## src/rtl/arb_param.sv

```systemverilog
// -----------------------------------------------------------------------------
// arb_param
//   N-requester arbiter placed between N bus masters and one shared resource.
//   The arbitration scheme is selected at elaboration time:
//     * fixed priority (index 0 highest) or round robin;
//     * optional grant hold while the holder keeps requesting;
//     * an optional maximum hold length that forces re-arbitration.
//   The grant is registered and one-hot. There is no combinational path from
//   request to grant.
//
// Parameters
//   N        number of requesters (2..16)
//   MODE     0 = fixed priority, 1 = round robin
//   HOLD     1 = holder keeps grant while requesting, 0 = re-arbitrate each cycle
//   MAX_HOLD max consecutive cycles of one grant when HOLD=1 (0 = unlimited)
//
// Ports
//   clk          clock; all state changes on the rising edge
//   rst          synchronous active-high reset
//   request      request vector, bit i = requester i
//   grant        registered one-hot grant, all-zero when idle
//   grant_valid  high when any grant bit is set
//   grant_id     index of the granted requester, 0 when idle
// -----------------------------------------------------------------------------
module arb_param #(
  parameter int N        = 4,
  parameter int MODE     = 1,
  parameter int HOLD     = 1,
  parameter int MAX_HOLD = 8
) (
  input  logic                 clk,
  input  logic                 rst,
  input  logic [N-1:0]         request,
  output logic [N-1:0]         grant,
  output logic                 grant_valid,
  output logic [$clog2(N)-1:0] grant_id
);

  localparam int IW = $clog2(N);
  // With unlimited hold the counter value is never inspected; one bit keeps
  // the register legal.
  localparam int HW = (MAX_HOLD > 0) ? $clog2(MAX_HOLD + 1) : 1;

  logic [N-1:0]  grant_q, grant_d;
  logic          valid_q, valid_d;
  logic [IW-1:0] id_q,    id_d;
  logic [IW-1:0] ptr_q,   ptr_d;
  logic [HW-1:0] hold_q,  hold_d;

  logic          holder_req;
  logic          expired;
  logic          keep;
  logic [N-1:0]  cand;
  logic          found;
  logic [IW-1:0] winner;

  assign holder_req = valid_q && request[id_q];
  assign expired    = (MAX_HOLD != 0) && (hold_q == HW'(MAX_HOLD - 1));
  assign keep       = holder_req && (HOLD != 0) && !expired;

  // An expired holder sits out one arbitration, unless nobody else is asking:
  // then it simply wins again with a fresh count.
  always_comb begin
    cand = request;
    if (holder_req && (HOLD != 0) && expired && ((request & ~grant_q) != '0)) begin
      cand = request & ~grant_q;
    end
  end

  // Winner selection. The first scan finds the lowest set index overall.
  // For round robin a second scan overrides it with the lowest set index at
  // or above ptr; if there is none, the first result is the wrapped winner.
  always_comb begin
    found  = 1'b0;
    winner = '0;
    for (int i = N - 1; i >= 0; i--) begin
      if (cand[i]) begin
        found  = 1'b1;
        winner = IW'(i);
      end
    end
    if (MODE != 0) begin
      for (int i = N - 1; i >= 0; i--) begin
        if (cand[i] && (IW'(i) >= ptr_q)) begin
          winner = IW'(i);
        end
      end
    end
  end

  always_comb begin
    grant_d = grant_q;
    valid_d = valid_q;
    id_d    = id_q;
    ptr_d   = ptr_q;
    hold_d  = hold_q;
    if (keep) begin
      hold_d = hold_q + 1'b1;
    end else if (!found) begin
      grant_d = '0;
      valid_d = 1'b0;
      id_d    = '0;
      hold_d  = '0;
    end else begin
      grant_d         = '0;
      grant_d[winner] = 1'b1;
      valid_d         = 1'b1;
      id_d            = winner;
      hold_d          = '0;
      if (MODE != 0) begin
        ptr_d = (winner == IW'(N - 1)) ? '0 : winner + 1'b1;
      end
    end
  end

  always_ff @(posedge clk) begin
    if (rst) begin
      grant_q <= '0;
      valid_q <= 1'b0;
      id_q    <= '0;
      ptr_q   <= '0;
      hold_q  <= '0;
    end else begin
      grant_q <= grant_d;
      valid_q <= valid_d;
      id_q    <= id_d;
      ptr_q   <= ptr_d;
      hold_q  <= hold_d;
    end
  end

  assign grant       = grant_q;
  assign grant_valid = valid_q;
  assign grant_id    = id_q;

endmodule
```

## config.mk

```make
export PLATFORM = sky130hd
export DESIGN_NAME = arb_param
export DESIGN_NICKNAME = d
export VERILOG_FILES = /design/src/rtl/arb_param.sv
export SDC_FILE = /design/constraint.sdc
export NUM_CORES = 1
export LEC_CHECK = 0
export BUFFER_PORTS_ARGS = -buffer_cell sky130_fd_sc_hd__clkbuf_2
export CAP_MARGIN = 25
export CORE_MARGIN = 2
export CORE_UTILIZATION = 40
export DETAILED_ROUTE_END_ITERATION = 7
export PLACE_DENSITY_LB_ADDON = 0.2
export SLEW_MARGIN = 30
export SYNTH_ARGS = -nofsm -noshare
export SYNTH_HDL_FRONTEND = slang
export SYNTH_SLANG_ARGS = --single-unit
```

## constraint.sdc

```tcl
create_clock -name clk -period 6.6 [get_ports clk]
set_clock_uncertainty 0.1 [all_clocks]
set_input_delay 0.66 -clock clk [delete_from_list [all_inputs] [get_ports clk]]
set_output_delay 0.66 -clock clk [all_outputs]
set_load 0.02 [all_outputs]
```

==> results.yml, run 1 <==
status:
  status: "complete, no violations"
placement:
  post_dp_cell_area_um2: 882
  portBuffers: 12
  dp_hpwl_mm: 1.25
  post-place-ws_ns: 3.64
  place_congestion: 0.798
grt:
  grt_pass1_wl_mm: 2.86
  antenna_found_initial: 0
  grt_pass1_vias: 637
  track_usage: 0.153
  overflow: 0
  grt_max_degree: 9
die:
  core-area_um2: 1900
  fp.dieH_um: 48.4
  num_rows: 16
  dieArea_um2: 2340
  io_pins: 13
  die_width_um: 48.4
  initial_core_util: 0.414
yosys:
  synth_cell_types: 34
  synthSimpleGateAreaFrac: 0.224
  async_flop_share: 0
  synth_common_cells: "13 x dfxtp_1, 7 x nand2_1, 7 x nor2_1"
  yosys.area.top_type_share: 0.330
  ys.warnings.count: 0
  ys_ff_latch: 13
  synthCells: 80
  ys.flop_type: "dfxtp_1"
  synth_edf_count: 0
  yosysMostFrequentCell: "dfxtp_1"
  syn_area_um2: 788
  synth_fa_ha_area_frac: 0.0476
  ys_seq_area_frac: 0.330
  synth_top_family_by_area: "compound AO/OA/AOI/OAI gates"
  netlist_top_cells_area: "dfxtp_1 33%, ha_1 4.8%, a22o_1 4.4%"
  yosysTopAreaCell: "dfxtp_1"
  syn_nets: 89
  synth.area.mux_share: 0.0381
  syn_avg_cell_area_um2: 9.85
  synth_compound_area_frac: 0.314
  synth_xor_xnor_area_share: 0.0222
clock_network:
  cts_buffer_depth: 2
  cts-resized-gates: 0
  cts_tree: "built"
  root_buffer: "clkbuf_4"
  cts_setup_buffers: 0
  cts_hold_buf: 0
  htreeDepth: 1
  cts_num_sinks: 13
  cts_buffers: 3
  worstSkewPairLatency_ns: 0.27
  clk_pin_slew_worst_paths_ns: 0.07
timing:
  worst_slack_ns: 3.94
  worst_pin_slew_ns: 0.453
  finalSetupViolations: 0
  min_period_over_period: 0.403
  tns_ns: 0
  fmax_mhz: 376
  rsz0062_at_grt: "no"
  slew_headroom: 0.697
  slew_violations: 0
  min_period_ns: 2.66
  finalHoldViolations: 0
drt:
  via_count: 648
  dr.first_iter.drc_count: 19
  wl_mm: 1.60
  ant_nets: 0
  via_per_inst: 5.27
  wire_per_inst_um: 13.0
  drc: 0
  dr.pass1.iters: 4
setup_path:
  cp.arrival_ns: 2.73
  cp.depth: 10
  crit-reg2reg-capture: "ptr_q[1]"
  reg2reg_depth: 10
  worstPathRequired_ns: 6.67
  reg2reg_setup_slack_ns: 4.00
  critPathMaxFanout: 6
  start_kind: "input port"
  crit_buf_inv: 2
  slowest_stage: "a2111oi_4"
  endpoint: "ptr_q[1]"
  critPathKind: "input port to flip-flop"
  cp-end-kind: "flip-flop"
  cp_cell_sequence: "clkbuf_2, nor2b_4, a2111oi_4, o31ai_2, o21bai_1, a211oi_4, inv_1, ha_1, mux2i_1, nor2_1"
  crit_start: "request[2]"
  cpPeakStageDelay_ns: 0.49
  critical-path-top-delay-family: "compound AO/OA/AOI/OAI gates"
  reg2reg_from: "hold_q[0]"
final_layout:
  filler_cell_count: 198
  antennaDiodeCount: 0
  area_delta_synth_final_pct: 15.2
  finalInstanceArea_um2: 908
  drive_gt1_frac: 0.271
  nets: 106
power_and_ir_drop:
  power_uw: 222
  p_leak_nw: 0.366
  vdd_drop_max_mv: 0.152
  power.density_nw_per_um2: 244
min_path:
  hp-class: "flip-flop to flip-flop"
  hold_start: "hold_q[0]"
job:
  drv_cap: 0
[cells in the final DEF (no fill, tap or decap), drive strengths merged]
cell and instances:
ha 3, and3b 1, nand3b 1, o311ai 1, mux2i 3, dfxtp 13
nor3b 1, a2111oi 1, xor2 1, a22o 4, inv 5, or2 1
o21ai 3, nand3 1, o31ai 4, a32o 1, o21bai 2, o22a 1
nand2 7, xnor2 1, nor2 7, and2 1, o32ai 1, o22ai 1
nand2b 5, or3 1, nor2b 4, o221ai 1, a211oi 2, clkbuf 16
a31oi 2
[cell families (layout without fill, tap and decap cells)]
kind of cell	count (synthesis)	in the layout
simple gates	30	30
xor+xnor	2	2
compound gates	24	24
mux	3	3
buf+inv	5	21
flops	13	13
fa+ha+maj	3	3
[layout make-up]
cell class | instances | area [um^2] | area share
multi-input combinational | 62 | 509 | 0.561
sequential | 13 | 260 | 0.287
timing repair buffer | 12 | 60.1 | 0.0661
tap | 27 | 33.8 | 0.0372
clock buffer | 4 | 26.3 | 0.0289
inverter | 5 | 18.8 | 0.0207
[through the flow]
step	hold slack (ns)	instances	util
2_1_floorplan	0.318	80	-
5_1_grt	0.388	123	0.478
4_1_cts	0.355	123	0.478
3_5_place_dp	0.343	119	0.464
3_3_place_gp	0.336	119	0.464
6_report	0.350	123	0.478
[metal layers]
metal  part of all wire  track usage  vias up
met3              0.054       0.0525        2
met4             0.0063       0.0286        0
met2               0.43        0.236       16
met1               0.51        0.211      302
met5                  0            0        -
li1                   -            -      328
[worst min path at each step]
stage	end	cells past startpoint
finish	hold_q[0]	1
global route	hold_q[0]	1
CTS	hold_q[0]	1
detailed placement	hold_q[0]	1
global placement	hold_q[0]	1
floorplan	hold_q[0]	1
[power breakdown]
group	total [mW]	internal [mW]	switching, mW
registers	0.0999	0.0880	0.0119
clock network	0.0481	0.0234	0.0246
logic	0.0739	0.0317	0.0421
[sequential cells by signal, summed over array words and instances, names as in the netlist]
| signal | cells |
|---|---|
| hold_q | 4 |
| grant_id | 2 |
| grant | 4 |
| grant_valid | 1 |
| ptr_q | 2 |
No activity file was read; power rests on OpenSTA's default activity.
==> inputs of run 2 (changes only) <==
==> constraint.sdc (replaced) <==
create_clock -name clk -period 2.35 [get_ports clk]
set_clock_uncertainty 0.1 [all_clocks]
set_input_delay 0.235 -clock clk [delete_from_list [all_inputs] [get_ports clk]]
set_output_delay 0.235 -clock clk [all_outputs]
set_load 0.02 [all_outputs]
==> results.yml, run 2 (same netlist as run 1, synthesis figures left out) <==
timing:
  min_period_over_period: 0.993
  min_period_ns: 2.33
  finalSetupViolations: 0
  finalHoldViolations: 0
  rsz0062_at_grt: "yes"
  tns_ns: 0
  fmax_mhz: 429
  whs_ns: 0.146
  worst_pin_slew_ns: 0.492
  slew_violations: 0
  slew_headroom: 0.671
power_and_ir_drop:
  vdd_drop_max_mv: 0.373
  power.density_nw_per_um2: 624
  p_leak_nw: 0.480
setup_path:
  start_kind: "flip-flop"
  critPathKind: "flip-flop to flip-flop"
  cp.arrival_ns: 2.41
  critPathMaxFanout: 5
  reg2reg_setup_slack_ns: 0.02
  worstPathRequired_ns: 2.43
  cp-end-kind: "flip-flop"
drt:
  dr.first_iter.drc_count: 20
  via_per_inst: 5.36
  drc: 0
  wire_per_inst_um: 15.0
  ant_nets: 0
  wl_mm: 2.13
  dr.pass1.iters: 4
  via_count: 761
grt:
  met2_usage: 0.292
  grtUsageMet1: 0.232
  antenna_found_initial: 0
  grt_pass1_wl_mm: 3.26
  overflow: 0
  grt_max_degree: 9
  grt.met3_usage: 0.0309
  top_usage_layer: "met2"
  track_usage: 0.178
  grt_pass1_vias: 709
clock_network:
  htreeDepth: 1
  clk_pin_slew_worst_paths_ns: 0.08
  root_buffer: "clkbuf_4"
  cts_buffers: 3
  cts_hold_buf: 0
  worstSkewPairLatency_ns: 0.28
  cts_buffer_depth: 2
  cts_num_sinks: 13
  cts_tree: "built"
final_layout:
  final_common_cell: "buf_4"
  antennaDiodeCount: 0
  drive_gt1_frac: 0.539
  most-common-layout-cells: "19 x buf_4, 12 x clkbuf_2, 7 x nand2_1, 7 x nor2_1"
  area_delta_synth_final_pct: 45.6
  nets: 125
job:
  drv_cap: 0
die:
  dieArea_um2: 2340
  num_rows: 16
  io_pins: 13
  die_width_um: 48.4
  fp.dieH_um: 48.4
  initial_core_util: 0.414
  core-area_um2: 1900
placement:
  dp_hpwl_mm: 1.44
  portBuffers: 12
  place_congestion: 0.808
min_path:
  hp-class: "input port to flip-flop"
status:
  status: "complete, no violations"
-- run 2: power breakdown --
| part | total [mW] | internal (mW) | leakage, nW | switching, mW |
|---|---|---|---|---|
| combinational | 0.287 | 0.136 | 0.355 | 0.151 |
| sequential | 0.286 | 0.250 | 0.110 | 0.0360 |
| clock | 0.143 | 0.0659 | 0.0150 | 0.0769 |
| total | 0.716 | 0.453 | 0.480 | 0.264 |
-- run 2: layout make-up --
| type | count | area, um^2 |
|---|---|---|
| multi-input combinational | 62 | 594 |
| tap | 27 | 33.8 |
| sequential | 13 | 272 |
| timing repair buffer | 31 | 203 |
| clock buffer | 4 | 26.3 |
| fill | 173 | 754 |
| inverter | 5 | 18.8 |
-- run 2: metrics by stage --
stage	utilization	cells	cell area, um^2	worst slack, ns	power, mW
CTS	0.520	133	988	-0.0218	0.672
global placement	0.505	129	961	0.0165	0.518
global route	0.603	142	1150	-0.0465	0.771
finish	0.603	142	1150	0.0176	0.716
detailed placement	0.505	129	961	-0.0598	0.525
floorplan	-	80	792	0.00218	0.438
-- run 2: timing repair --
item	4_1_cts	5_1_grt
buffers inserted	0	9
pin swaps	2	9
endpoints found under the setup margin	2	3
resized for setup	1	21
-- run 2: path summary, 6_finish.rpt --
kind / startpoint / end / cells after the start
hold reg to reg: grant_id[1] / grant_id[1] / 2
setup / recovery: hold_q[0] / grant[3] / 10
setup reg to reg: hold_q[0] / grant[3] / 10
hold / removal: rst / ptr_q[0] / 2
-- run 2: per-layer routing --
layer | wire (um) | part of all wire
met1 | 948 | 0.45
met5 | 0 | 0
met2 | 1070 | 0.50
met3 | 90 | 0.042
met4 | 17 | 0.0080
-- run 2: worst max-delay path: stages, from the launching register on --
cell	delay, ns
dfxtp_2	0.36
ha_4	0.13
and3b_2	0.18
buf_4	0.13
nand2_1	0.08
o31ai_4	0.33
nor3b_2	0.32
a211oi_4	0.06
buf_4	0.17
ha_1	0.17
a22o_1	0.20
==> inputs of run 3 (changes only) <==
--- a/config.mk
+++ b/config.mk
@@ -6,9 +6,9 @@
 export NUM_CORES = 1
 export LEC_CHECK = 0
 export BUFFER_PORTS_ARGS = -buffer_cell sky130_fd_sc_hd__clkbuf_2
-export CAP_MARGIN = 25
+export CAP_MARGIN = 10
 export CORE_MARGIN = 2
-export CORE_UTILIZATION = 40
+export CORE_UTILIZATION = 48
 export DETAILED_ROUTE_END_ITERATION = 7
 export PLACE_DENSITY_LB_ADDON = 0.2
 export SLEW_MARGIN = 30
==> constraint.sdc (replaced) <==
create_clock -name clk -period 2.35 [get_ports clk]
set_clock_uncertainty 0.1 [all_clocks]
set_input_delay 0.47 -clock clk [delete_from_list [all_inputs] [get_ports clk]]
set_output_delay 0.47 -clock clk [all_outputs]
set_load 0.02 [all_outputs]
==> results.yml, run 3 (same netlist as run 1, synthesis figures left out) <==
grt:
  overflow: 0
  grt_pass1_wl_mm: 3.19
  grt_pass1_vias: 741
  antenna_found_initial: 0
  track_usage: 0.226
  grt_max_degree: 8
drt:
  drc: 0
  dr.pass1.iters: 4
  ant_nets: 0
  wire_per_inst_um: 15.8
  via_per_inst: 5.72
  via_count: 783
  wl_mm: 2.17
  dr.first_iter.drc_count: 22
setup_path:
  crit_start: "grant[2]"
  cp_cell_sequence: "nor2b_4, a2111oi_4, o31ai_4, buf_4, buf_4, a31oi_1, buf_4, nand2b_1, o31ai_1"
  critPathKind: "flip-flop to flip-flop"
  slowest_stage: "a2111oi_4"
  crit_buf_inv: 3
  worstPathRequired_ns: 2.45
  critPathMaxFanout: 3
  cp-end-kind: "flip-flop"
  cp.arrival_ns: 2.43
  cpMostUsedCell: "buf_4"
  reg2reg_from: "grant[2]"
  start_kind: "flip-flop"
  critical-path-top-delay-family: "compound AO/OA/AOI/OAI gates"
  cpPeakStageDelay_ns: 0.51
die:
  io_pins: 13
  dieArea_um2: 1980
  num_rows: 14
  core-area_um2: 1520
  initial_core_util: 0.517
  fp.dieH_um: 44.5
  die_width_um: 44.5
clock_network:
  cts_tree: "built"
  cts_buffers: 3
  root_buffer: "clkbuf_4"
  htreeDepth: 1
  worstSkewPairLatency_ns: 0.28
  clk_pin_slew_worst_paths_ns: 0.09
  cts_hold_buf: 0
  cts_buffer_depth: 2
  cts_num_sinks: 13
placement:
  portBuffers: 12
  place_congestion: 0.859
  post-place-ws_ns: -0.242
  dp_hpwl_mm: 1.52
  dp.cells: 127
power_and_ir_drop:
  vdd_drop_max_mv: 0.425
  power.density_nw_per_um2: 619
  p_leak_nw: 0.501
timing:
  worst_slack_ns: 0.0207
  fmax_mhz: 429
  tns_ns: 0
  slew_violations: 0
  slew_headroom: 0.676
  min_period_ns: 2.33
  worst_pin_slew_ns: 0.486
  finalHoldViolations: 0
  min_period_over_period: 0.991
  finalSetupViolations: 0
final_layout:
  filler_cell_count: 113
  most-common-layout-cells: "25 x buf_4, 12 x clkbuf_2, 7 x nor2_1, 7 x dfxtp_1"
  area_delta_synth_final_pct: 49.0
  utilization: 0.771
  final_common_cell: "buf_4"
  antennaDiodeCount: 0
  drive_gt1_frac: 0.554
  fin_cells: 137
  nets: 131
min_path:
  hp-class: "input port to flip-flop"
  hold_start: "rst"
job:
  drv_cap: 0
status:
  status: "complete, no violations"
==> run 3: final cells by class <==
class / count / area, um^2 / share of cell area
clock buffer: 4 / 26.3 / 0.0224
inverter: 5 / 18.8 / 0.0160
multi-input combinational: 62 / 594 / 0.506
sequential: 13 / 268 / 0.228
tap: 16 / 20.0 / 0.0170
timing repair buffer: 37 / 248 / 0.211
==> run 3: final timing paths <==
kind,cells past startpoint,slack (ns),to
setup / recovery,9,0.02,grant[2]
hold / removal,2,0.39,ptr_q[1]
setup reg to reg,9,0.02,grant[2]
hold reg to reg,2,0.39,grant_id[1]
==> run 3: per-stage QoR <==
stage / hold WS [ns] / power [mW] / cell area [um^2]
3_5_place_dp: 0.359 / 0.554 / 1030
4_1_cts: 0.353 / 0.698 / 1090
6_report: 0.389 / 0.728 / 1170
3_3_place_gp: 0.368 / 0.546 / 1030
2_1_floorplan: 0.318 / 0.446 / 811
5_1_grt: 0.377 / 0.771 / 1170
==> run 3: routing by layer <==
layer | global-route usage | share of wire | up-vias
li1 | - | - | 381
met3 | 0.0694 | 0.040 | 12
met5 | 0 | 0 | -
met2 | 0.423 | 0.51 | 27
met1 | 0.231 | 0.40 | 363
met4 | 0.0788 | 0.043 | 0
==> run 3: timing repair <==
action,in CTS,in global routing
buffers inserted,3,3
gates resized for setup,4,11
endpoints found under the setup margin,3,5
pin swaps,2,8
==> run 3: power breakdown <==
group / internal (mW) / switching [mW] / leakage (nW)
registers: 0.250 / 0.0318 / 0.109
logic: 0.149 / 0.156 / 0.377
clock network: 0.0659 / 0.0753 / 0.0150
total: 0.464 / 0.263 / 0.501
